===== src/rtl/spi_master_xfer.sv =====
// Wishbone-attached SPI master byte engine: config + data register pair, one byte per transfer.
// Optional feature: define SPI_XFER_LOOPBACK_EN to add config bit [15] (internal sdo->sdi loopback).
module spi_master_xfer #(
  parameter logic [31:0] BASE_ADR = 32'h2400_0000,
  parameter logic [7:0]  CFG_OFF  = 8'h00,
  parameter logic [7:0]  DAT_OFF  = 8'h04
) (
  input  logic        wb_clk_i,
  input  logic        wb_rst_i,
  input  logic        wb_stb_i,
  input  logic        wb_cyc_i,
  input  logic        wb_we_i,
  input  logic [3:0]  wb_sel_i,
  input  logic [31:0] wb_adr_i,
  input  logic [31:0] wb_dat_i,
  output logic [31:0] wb_dat_o,
  output logic        wb_ack_o,
  input  logic        sdi,
  output logic        csb,
  output logic        sck,
  output logic        sdo,
  output logic        sdoenb,
  output logic        irq
);

`ifdef SPI_XFER_LOOPBACK_EN
  localparam logic [15:0] CfgMask = 16'hFFFF;
`else
  localparam logic [15:0] CfgMask = 16'h7FFF;
`endif

  typedef enum logic [1:0] {StIdle, StAssert, StShift, StDone} state_e;

  state_e      state_q, state_d;
  logic [15:0] cfg_q, cfg_d;
  logic [7:0]  div_q, div_d;
  logic [3:0]  half_q, half_d;
  logic [7:0]  tx_sh_q, tx_sh_d, rx_sh_q, rx_sh_d, rx_q, rx_d;
  logic        busy_q, busy_d, irq_q, irq_d, cs_act_q, cs_act_d, sck_q, sck_d;
  logic        ack_q, ack_d;
  logic [31:0] dat_q, dat_d, rdata;

  logic [7:0] presc, hp_max;
  logic       lsb_first, csb_inv, sck_inv, cpha, stream, en, irq_en, sdi_int, hp_end;
  logic       req, wr_acc, wr_cfg, wr_dat, start;
  logic       unused_bits;

  assign presc     = cfg_q[7:0];
  assign lsb_first = cfg_q[8];
  assign csb_inv   = cfg_q[9];
  assign sck_inv   = cfg_q[10];
  assign cpha      = cfg_q[11];
  assign stream    = cfg_q[12];
  assign en        = cfg_q[13];
  assign irq_en    = cfg_q[14];
  assign hp_max    = (presc == 8'd0) ? 8'd1 : presc;
  assign hp_end    = (div_q == hp_max);

`ifdef SPI_XFER_LOOPBACK_EN
  assign sdi_int = cfg_q[15] ? sdo : sdi;
`else
  assign sdi_int = sdi;
`endif

  assign unused_bits = ^{wb_sel_i[3:2], wb_dat_i[31:16]};

  // Register side effects land on the edge that closes the ack cycle.
  assign req    = wb_stb_i & wb_cyc_i & (wb_adr_i[31:8] == BASE_ADR[31:8]);
  assign ack_d  = req & ~ack_q;
  assign wr_acc = req & wb_we_i & ack_q;
  assign wr_cfg = wr_acc & (wb_adr_i[7:0] == CFG_OFF);
  assign wr_dat = wr_acc & (wb_adr_i[7:0] == DAT_OFF) & wb_sel_i[0];
  assign start  = wr_dat & en & (state_q == StIdle);

  always_comb begin
    rdata = 32'h0;
    if (wb_adr_i[7:0] == CFG_OFF) begin
      rdata = {16'h0, cfg_q};
    end else if (wb_adr_i[7:0] == DAT_OFF) begin
      rdata = {23'h0, busy_q, rx_q};
    end
  end

  always_comb begin
    dat_d = ack_d ? rdata : 32'h0;
    cfg_d = cfg_q;
    if (wr_cfg) begin
      if (wb_sel_i[0]) cfg_d[7:0] = wb_dat_i[7:0];
      if (wb_sel_i[1]) cfg_d[15:8] = wb_dat_i[15:8];
      cfg_d = cfg_d & CfgMask;
    end
  end

  always_comb begin
    state_d  = state_q;
    div_d    = div_q;
    half_d   = half_q;
    tx_sh_d  = tx_sh_q;
    rx_sh_d  = rx_sh_q;
    rx_d     = rx_q;
    busy_d   = busy_q;
    irq_d    = 1'b0;
    cs_act_d = cs_act_q;
    sck_d    = sck_q;
    unique case (state_q)
      StIdle: begin
        div_d  = 8'd0;
        half_d = 4'd0;
        sck_d  = 1'b0;
        if (start) begin
          tx_sh_d  = wb_dat_i[7:0];
          busy_d   = 1'b1;
          cs_act_d = 1'b1;
          // A stream byte with csb already active skips the setup half-period.
          state_d  = cs_act_q ? StShift : StAssert;
        end else if (cs_act_q && (!stream || !en)) begin
          cs_act_d = 1'b0;
        end
      end
      StAssert: begin
        div_d = div_q + 8'd1;
        if (hp_end) begin
          div_d   = 8'd0;
          state_d = StShift;
        end
      end
      StShift: begin
        div_d = div_q + 8'd1;
        if (hp_end) begin
          div_d  = 8'd0;
          half_d = half_q + 4'd1;
          sck_d  = ~sck_q;
          if (half_q[0] == cpha) begin
            rx_sh_d = lsb_first ? {sdi_int, rx_sh_q[7:1]} : {rx_sh_q[6:0], sdi_int};
          end else if (cpha ? (half_q != 4'd0) : (half_q != 4'd15)) begin
            tx_sh_d = lsb_first ? {1'b0, tx_sh_q[7:1]} : {tx_sh_q[6:0], 1'b0};
          end
          if (half_q == 4'd15) begin
            state_d = StDone;
            rx_d    = rx_sh_d;
            busy_d  = 1'b0;
            irq_d   = irq_en;
          end
        end
      end
      StDone: begin
        state_d = StIdle;
        if (!stream) cs_act_d = 1'b0;
      end
      default: state_d = StIdle;
    endcase
    // Abort: enable dropped while a byte is in flight.
    if (!en && (state_q != StIdle)) begin
      state_d  = StIdle;
      cs_act_d = 1'b0;
      sck_d    = 1'b0;
      busy_d   = 1'b0;
      irq_d    = 1'b0;
      rx_d     = rx_q;
    end
  end

  always_ff @(posedge wb_clk_i or posedge wb_rst_i) begin
    if (wb_rst_i) begin
      state_q  <= StIdle;
      cfg_q    <= 16'h0002;
      div_q    <= 8'd0;
      half_q   <= 4'd0;
      tx_sh_q  <= 8'd0;
      rx_sh_q  <= 8'd0;
      rx_q     <= 8'd0;
      busy_q   <= 1'b0;
      irq_q    <= 1'b0;
      cs_act_q <= 1'b0;
      sck_q    <= 1'b0;
      ack_q    <= 1'b0;
      dat_q    <= 32'h0;
    end else begin
      state_q  <= state_d;
      cfg_q    <= cfg_d;
      div_q    <= div_d;
      half_q   <= half_d;
      tx_sh_q  <= tx_sh_d;
      rx_sh_q  <= rx_sh_d;
      rx_q     <= rx_d;
      busy_q   <= busy_d;
      irq_q    <= irq_d;
      cs_act_q <= cs_act_d;
      sck_q    <= sck_d;
      ack_q    <= ack_d;
      dat_q    <= dat_d;
    end
  end

  assign wb_ack_o = ack_q;
  assign wb_dat_o = dat_q;
  assign csb      = cs_act_q ? csb_inv : ~csb_inv;
  assign sck      = sck_q ^ sck_inv;
  assign sdo      = lsb_first ? tx_sh_q[0] : tx_sh_q[7];
  assign sdoenb   = ~cs_act_q;
  assign irq      = irq_q;

endmodule


===== config.mk =====
export PLATFORM = sky130hd
export DESIGN_NAME = spi_master_xfer
export DESIGN_NICKNAME = d
export VERILOG_FILES = /design/src/rtl/spi_master_xfer.sv
export SDC_FILE = /design/constraint.sdc
export NUM_CORES = 1
export LEC_CHECK = 0
export CAP_MARGIN = 5
export CORE_AREA = 2 2 70 122
export CTS_BUF_LIST = sky130_fd_sc_hd__clkbuf_4 sky130_fd_sc_hd__clkbuf_8
export DETAILED_ROUTE_END_ITERATION = 8
export DIE_AREA = 0 0 72 124
export GPL_TIMING_DRIVEN = 1
export PLACE_DENSITY = 0.84
export SLEW_MARGIN = 20
export SYNTH_ARGS = -nofsm -noshare
export SYNTH_HDL_FRONTEND = slang
export SYNTH_SLANG_ARGS = --single-unit

===== constraint.sdc =====
create_clock -name wb_clk_i -period 3.7 [get_ports wb_clk_i]
set_input_delay 0.37 -clock wb_clk_i [delete_from_list [all_inputs] [get_ports wb_clk_i]]
set_output_delay 0.37 -clock wb_clk_i [all_outputs]
set_load 0.005 [all_outputs]

# After elaboration in Yosys (flattened, before gate mapping)
# Cells that the tools add are included.
# totals
mem_count	0
regBits	90
inputBits	74
mem_bits_rw	0
latch_bits	0
rom_bits	0
word_cells	119
output_inout_bits	38
# op_classes
n_reduce_logical	25
multipliers	0
div	0
shifts	0
eq_ne	19
muxes	43
n_lt_le_gt_ge	0
bitwise_logic	16
addsub	2
# ops
op	count
$mux 8	9
$mux 32	2
$pmux 8 s2	2
$eq 24x22->1 const B	1
$mux 1	17
$logic_not 8->1	2
$mux 2	6
$ne 3x3->1 const B	4
$reduce_and 4->1	3
$and 1x1->1	10
$reduce_and 2->1	5
$mux 9	1
$add 8x1->8 const B	1
$eq 8x3->1 const B	1
$eq 8x8->1	1
$ne 2x2->1 const B	4
$pmux 2 s4	1
$pmux 4 s2	1
$pmux 1 s2	3
$reduce_bool 2->1	3
$reduce_bool 3->1	2
$not 1->1	5
$reduce_and 5->1	1
$add 4x1->4 const B	1
16 further kinds	19

# Longest topological paths before layout
# Gate-level depths: netlist of run 1.
# logic_depth
ltp_word	11
ltp_mapped	8
mapped_depth_nobuf	7

# Worst setup path after synthesis of run 1
# OpenSTA, ideal clock, no wires.
# synth_path
path_kind	input -> register
from	input wb_adr_i[5]
to	register cfg_q[0]
path_buffers	1
setup_ps	125
required_ps	3575
arrival_time_ps	2271
path_stages	6
slack_ps	1304
cell_sequence	or4_4 -> or2_2 -> or3_1 -> clkbuf_1 -> nor2_4 -> mux2_2
# synth_via
elab_chain_len	3
# synth_lines
element	line_no	text
start: declaration	14	input logic [31:0] wb_adr_i,
$logic_not 8->1	71	assign wr_cfg = wr_acc & (wb_adr_i[7:0] == CFG_OFF);
$and 1x1->1	71	
$reduce_and 2->1 (no source line)	-	
end signal: assignment	180	cfg_q <= cfg_d;
end: declaration	35	logic [15:0] cfg_q, cfg_d;
# Every way passes these cells.
# A chain may end at the register's enable or synchronous reset.

# Worst setup path in the final report of run 1
# layout_path
from	input wb_adr_i[5]
to	register tx_sh_q[6]
# layout_via
elab_chain_len	7
# layout_lines
element	line_no	text
$eq 8x3->1	72	assign wr_dat = wr_acc & (wb_adr_i[7:0] == DAT_OFF) & wb_sel_i[0];
$and 1x1->1 (2 in a row)	72	
$and 1x1->1 (2 in a row)	73	assign start = wr_dat & en & (state_q == StIdle);
$ne 2x2->1 (no source line)	-	
$reduce_and 5->1 (no source line)	-	
end signal: assignment	183	tx_sh_q <= tx_sh_d;
end: declaration	38	logic [7:0] tx_sh_q, tx_sh_d, rx_sh_q, rx_sh_d, rx_q, rx_d;
# Every way passes these cells.

==> flow_summary_export.csv, run 1 <==
group,metric,value,unit
grt,grt_pass1_vias,2989,
synth,synth_edf_count,0,
drt,wl_per_cell,16.3,um
finish,area_delta_synth_final,24.6,%
sta,finalSetupTns,0,ns
sta,rsz0062_at_grt,"false",
drt,drt-initial-drc-count,153,
critical_path,crit_path_frequent_cell,"or4_4",
floorplanning,core,0.00791,mm2
sta,fin_skew,0.0135,ns
critical_path,start_kind,"input port",
synth,yosysTopAreaCellShare,46.4,%
finish,design_area,0.00484,mm2
critical_path,cp-end-kind,"register",
finish,n_antenna_cell,0,
place,portBuffers,75,
sta,min_period_over_period,71.9,%
critical_path,ff2ff_path_depth,5,
synth,synth_fa_ha_area_share,2.58,%
finish,drive_gt1_share,16.1,%
sta,setup_viol,0,
clocking,clk-insertion-delay-late,0.36,ns
critical_path,reg2reg_from,"cfg_q[1]$_DFFE_PP1P_",
synth,synth.area.top_cells,"dfrtp_1, mux2_2, mux2i_1",
synth,avgSynthCellArea,10.9,um2
place,place_congestion,0.865,
power,pwr_density_cell,329,mW/mm2
synth,synthCells,355,
synth,synth-main-ff-cell,"dfrtp_1",
synth,synth_top_family_by_area,"multiplexers",
synth,ys_seq_area_share,47.1,%
floorplanning,die_x,72,um
finish,finalNetCount,511,
power,ir_worst_vdd,196,uV
drt,vias_per_cell,5.55,
clocking,ctsHoldBuffers,0,
run_status,outcome,"finished, final reports clean",
clocking,cts_resized,0,
finish,regArea,0.00183,mm2
synth,ys_seq_elements,73,
finish,nFillCells,624,
place,place_area,0.00461,mm2
finish,mostFrequentLayoutCell,"clkdlybuf4s50_1",
drt,route.vias.total,2910,
finish,fin_util,61.2,%
critical_path,ff2ff_setup_slack,1.12,ns
critical_path,arrival,2.90,ns
sta,fin_ws,1.04,ns
place,hpwl,6.57,mm
grt,grt.total_usage,21.2,%
floorplanning,initial_core_util,49.1,%
sta,fmax,376,MHz
critical_path,cp.required,3.94,ns
grt,gr-total-overflow,0,
critical_path,crit_slowest_cell,"or4_4",
critical_path,rr_endpoint,"rx_q[4]$_DFFE_PP0P_",
grt,grt_max_degree,47,
grt,antenna_found_initial,0,
drt,ant_nets,0,
critical_path,path_class,"in2reg",
drt,dr.pass1.iters,4,
floorplanning,fp.dieArea,0.00893,mm2
synth,synthArstFlopShare,100,%
critical_path,cp_num_buf_inv,1,
grt,grt_pass1_wl,14.3,mm
finish,layout_common_cells,"clkdlybuf4s50_1, dfrtp_1, mux2_2",
sta,worstMarginPinSlew,0.908,ns
clocking,clockBufferDepth,2,
clocking,postCtsSetupBuffers,0,
critical_path,cp_max_fo,8,
clocking,clockRootBuffer,"clkbuf_8",
critical_path,critPathTopFamily,"simple AND/OR/NAND/NOR gates",
worst_hold_path,hp-class,"in2async",
synth,netlist_area,0.00388,mm2
synth,yosysTopAreaCell,"dfrtp_1",
place,pre_cts_slack,0.659,ns
clocking,path_clk_slew,0.09,ns
sta,worst_slew_margin_rel,38.9,%
synth,synth.distinct_cells,46,
clocking,numClockSinks,73,
clocking,tritoncts,"built",
clocking,cts_buffers,9,
synth,synthMuxAreaShare,17.0,%
finish,multi_input_area,0.00184,mm2
job,maxCapViolCount,0,
clocking,htreeDepth,3,
critical_path,max_stage_delay,0.55,ns
synth,synth_xor_area_share,3.16,%
drt,drt-total-wl,8.52,mm
synth,synthSimpleGateAreaFrac,13.3,%
synth,yosysWarnings,0,
drt,drc,0,
power,p_leak,2.18,nW
sta,finalHoldViolations,0,
floorplanning,die_h,124,um
synth,synth_compound_area_share,9.79,%
critical_path,path_cells,"clkdlybuf4s50_1 -> or4_4 -> or4_4 -> nor3_4 -> mux2i_1 -> a21o_1 -> mux2_4",
power,p_total,1.59,mW
floorplanning,row_count,43,
sta,period_needed,2.66,ns
sta,slew_viol_final,0,
floorplanning,ios,112,
-- area by class of cell --
type	count	share of cell area (%)
multi-input combinational	252	38.1
sequential	73	37.8
timing repair buffer	78	16.0
clock buffer	9	2.56
tap	90	2.33
clock inverter	7	2.12
inverter	15	1.16
-- metrics by stage --
stage	cells	hold WS [ns]
floorplan	371	0.473
global placement	508	0.488
detailed placement	508	0.496
CTS	524	0.381
global route	524	0.436
finish	524	0.392
-- metal layers --
metal / vias to the layer above / share of wire, % / track usage, %
li1: 1373 / - / -
met1: 1419 / 35 / 21.3
met2: 99 / 58 / 38.8
met3: 19 / 3.9 / 5.42
met4: 0 / 3.5 / 11.8
met5: - / 0 / 0
-- power breakdown --
part / switching (mW) / internal [mW] / leakage (nW)
clock network: 0.318 / 0.386 / 0.110
logic: 0.0342 / 0.0559 / 1.07
registers: 0.00000000106 / 0.797 / 0.996
-- registers in the layout, summed over array words and instances, names as in the netlist --
signal,flops
rx_q,8
cfg_q,15
div_q,8
wb_dat_o,15
rx_sh_q,8
sck_q,1
tx_sh_q,8
half_q,4
cs_act_q,1
irq,1
state_q,2
busy_q,1
wb_ack_o,1
-- tightest hold or removal path, cell delays in order --
cell             delay, ns
clkdlybuf4s50_1       0.42
inv_2                 0.06
buf_4                 0.31
-- Yosys cell counts (6+ instances only) --
| library cell | instances |
|---|---|
| dfrtp_1 | 72 |
| xnor2_1 | 6 |
| ha_1 | 8 |
| mux2_2 | 33 |
| a22oi_1 | 9 |
| o21ai_0 | 14 |
| clkbuf_1 | 10 |
| nor2_1 | 25 |
| mux2_4 | 8 |
| inv_1 | 15 |
| xor2_1 | 8 |
| nand3_1 | 16 |
| buf_4 | 17 |
| nand2_1 | 15 |
| a21oi_1 | 15 |
| mux2i_1 | 17 |
-- how the worst max path moves through the flow --
stage / cells after the start / end / startpoint / slack, ns
2_1_floorplan: 6 / cfg_q[0]$_DFFE_PP0P_ / wb_adr_i[5] / 1.30
3_3_place_gp: 7 / tx_sh_q[6]$_DFFE_PP0P_ / wb_adr_i[5] / 0.72
3_5_place_dp: 7 / tx_sh_q[4]$_DFFE_PP0P_ / wb_adr_i[5] / 0.66
4_1_cts: 7 / tx_sh_q[2]$_DFFE_PP0P_ / wb_adr_i[5] / 1.05
5_1_grt: 7 / tx_sh_q[3]$_DFFE_PP0P_ / wb_adr_i[4] / 0.96
6_report: 7 / tx_sh_q[6]$_DFFE_PP0P_ / wb_adr_i[5] / 1.04
-- cell families (layout without fill, tap and decap cells) --
| kind of cell | Yosys count | in the layout |
|---|---|---|
| AOI/OAI and AO/OA | 60 | 60 |
| DFF | 73 | 73 |
| buffers and inverters | 46 | 109 |
| other | 1 | 17 |
| xor gates and xnor gates | 14 | 14 |
| and+or+nand+nor | 95 | 95 |
| muxes | 58 | 58 |
| adders and majority gates | 8 | 8 |
No activity file was read; power rests on OpenSTA's default activity.
==> run 2: changes to the inputs <==
--- a/config.mk
+++ b/config.mk
@@ -6,12 +6,12 @@
 export NUM_CORES = 1
 export LEC_CHECK = 0
 export CAP_MARGIN = 5
-export CORE_AREA = 2 2 70 122
+export CORE_AREA = 2 2 74 128
 export CTS_BUF_LIST = sky130_fd_sc_hd__clkbuf_4 sky130_fd_sc_hd__clkbuf_8
 export DETAILED_ROUTE_END_ITERATION = 8
-export DIE_AREA = 0 0 72 124
+export DIE_AREA = 0 0 76 130
 export GPL_TIMING_DRIVEN = 1
-export PLACE_DENSITY = 0.84
+export PLACE_DENSITY = 0.8
 export SLEW_MARGIN = 20
 export SYNTH_ARGS = -nofsm -noshare
 export SYNTH_HDL_FRONTEND = slang
==> constraint.sdc (replaced) <==
create_clock -name wb_clk_i -period 2.2 [get_ports wb_clk_i]
set_input_delay 0.22 -clock wb_clk_i [delete_from_list [all_inputs] [get_ports wb_clk_i]]
set_output_delay 0.22 -clock wb_clk_i [all_outputs]
set_load 0.005 [all_outputs]
==> run 2 against run 1 <==
Via count increased by 2.5%. Combinational power increased by 79%. Critical path depth unchanged. Largest power group unchanged.
==> flow_summary_export.csv, run 2 (synthesis results as in run 1) <==
group,metric,value,unit
drt,drt-initial-drc-count,204,
job,maxCapViolCount,0,
floorplanning,die_h,130,um
drt,vias_per_cell,5.16,
finish,finalNetCount,535,
power,combPwrFrac,5.8,%
floorplanning,core,0.00892,mm2
sta,fmax,466,MHz
floorplanning,row_count,46,
power,p_leak,2.32,nW
finish,design_area,0.00518,mm2
drt,route.vias.total,2982,
sta,fin_skew,0.00750,ns
grt,grt_pass1_vias,2983,
drt,wl_per_cell,15.5,um
drt,drc,0,
grt,antenna_found_initial,0,
clocking,numClockSinks,73,
sta,period_needed,2.14,ns
finish,area_delta_synth_final,33.4,%
floorplanning,initial_core_util,43.5,%
finish,layout_common_cells,"dfrtp_1, clkdlybuf4s50_1, mux2_2",
sta,slew_viol_final,0,
clocking,clk-insertion-delay-late,0.36,ns
place,hpwl,6.70,mm
drt,ant_nets,0,
drt,drt-total-wl,8.94,mm
worst_hold_path,hp-class,"in2async",
grt,grt_pass1_wl,14.4,mm
finish,drive_gt1_share,23.4,%
critical_path,cp.required,2.45,ns
drt,dr.pass1.iters,4,
critical_path,arrival,2.39,ns
critical_path,ff2ff_setup_slack,0.07,ns
sta,holdWs,0.252,ns
power,p_total,2.77,mW
floorplanning,die_x,76,um
place,place_congestion,0.809,
critical_path,cp_max_fo,8,
floorplanning,ios,112,
finish,n_antenna_cell,0,
power,p_sw_share,20.9,%
clocking,htreeDepth,3,
sta,setup_viol,0,
clocking,ctsHoldBuffers,0,
sta,finalHoldViolations,0,
clocking,cts_buffers,9,
sta,min_period_over_period,97.4,%
sta,finalSetupTns,0,ns
power,p_sw,0.579,mW
power,p_int,2.19,mW
place,place_area,0.00481,mm2
run_status,outcome,"finished, final reports clean",
finish,nFillCells,728,
floorplanning,fp.dieArea,0.00988,mm2
place,portBuffers,75,
grt,grt_max_degree,74,
power,clockPowerShare,45.8,%
clocking,tritoncts,"built",
clocking,path_clk_slew,0.08,ns
sta,rsz0062_at_grt,"true",
power,ir_worst_vdd,386,uV
critical_path,cp-end-kind,"register",
clocking,clockRootBuffer,"clkbuf_8",
clocking,clockBufferDepth,2,
grt,gr-total-overflow,0,
critical_path,path_class,"in2reg",
power,pwr_density_cell,535,mW/mm2
power,seq_power_share,48.4,%
critical_path,start_kind,"input port",
grt,grt.total_usage,18.8,%
==> run 2: per-layer routing <==
metal  vias to the layer above  share of wire [%]  routed length, um  global-route usage [%]
li1                       1420                  -                  -                       -
met1                      1452                 36               3250                    18.9
met2                        94                 57               5100                    36.8
met3                        16                4.1                364                    4.15
met4                         0                2.7                238                    8.24
met5                         -                  0                  0                       0
==> run 2: final timing paths <==
check,from,to,cells after the start
worst min register to register,rx_q[7]$_DFFE_PP0P_,rx_q[7]$_DFFE_PP0P_,1
worst min-delay path,wb_rst_i,tx_sh_q[6]$_DFFE_PP0P_,3
min in group wb_clk_i,wb_dat_i[12],cfg_q[12]$_DFFE_PP0P_,2
worst max-delay path,wb_adr_i[5],tx_sh_q[1]$_DFFE_PP0P_,7
max in group asynchronous,wb_rst_i,cfg_q[1]$_DFFE_PP1P_,3
worst max register to register,cfg_q[1]$_DFFE_PP1P_,tx_sh_q[1]$_DFFE_PP0P_,7
==> run 2: repair_timing <==
item,4_1_cts,5_1_grt
resized for setup,9,13
setup endpoints to repair,31,35
gates cloned,0,0
pin swaps,5,5
setup buffers,0,4
==> run 2: metrics by stage <==
stage / util [%] / setup slack (ns) / cells
global route: 58.1 / -0.0122 / 578
floorplan: - / -0.0297 / 371
finish: 58.1 / 0.0563 / 578
detailed placement: 54.0 / -0.545 / 558
CTS: 57.0 / -0.00472 / 574
global placement: 54.0 / -0.517 / 558
==> run 2: final cells by class <==
cell class	count	area (um2)	share of cell area, %
Clock buffer	9	124	2.39
Clock inverter	7	119	2.29
Inverter	15	56.3	1.09
Multi-Input combinational cell	252	1940	37.4
Sequential cell	73	1830	35.3
Tap cell	120	150	2.90
Timing Repair Buffer	102	966	18.6
==> run 2: worst max-delay path: stages <==
cell and delay, ns:
clkdlybuf4s50_1 0.39, or4_4 0.42, or4_4 0.52, nor3_4 0.14, mux2i_1 0.12, a21o_4 0.26, mux2_4 0.31
==> run 2: power groups by stage <==
| stage | Clock, mW | Combinational, mW | Sequential (mW) |
|---|---|---|---|
| floorplan | 0 | 0.0616 | 1.37 |
| CTS | 1.30 | 0.160 | 1.34 |
| finish | 1.27 | 0.161 | 1.34 |
| global route | 1.36 | 0.176 | 1.34 |
| global placement | 0 | 0.159 | 1.37 |
| detailed placement | 0 | 0.161 | 1.37 |
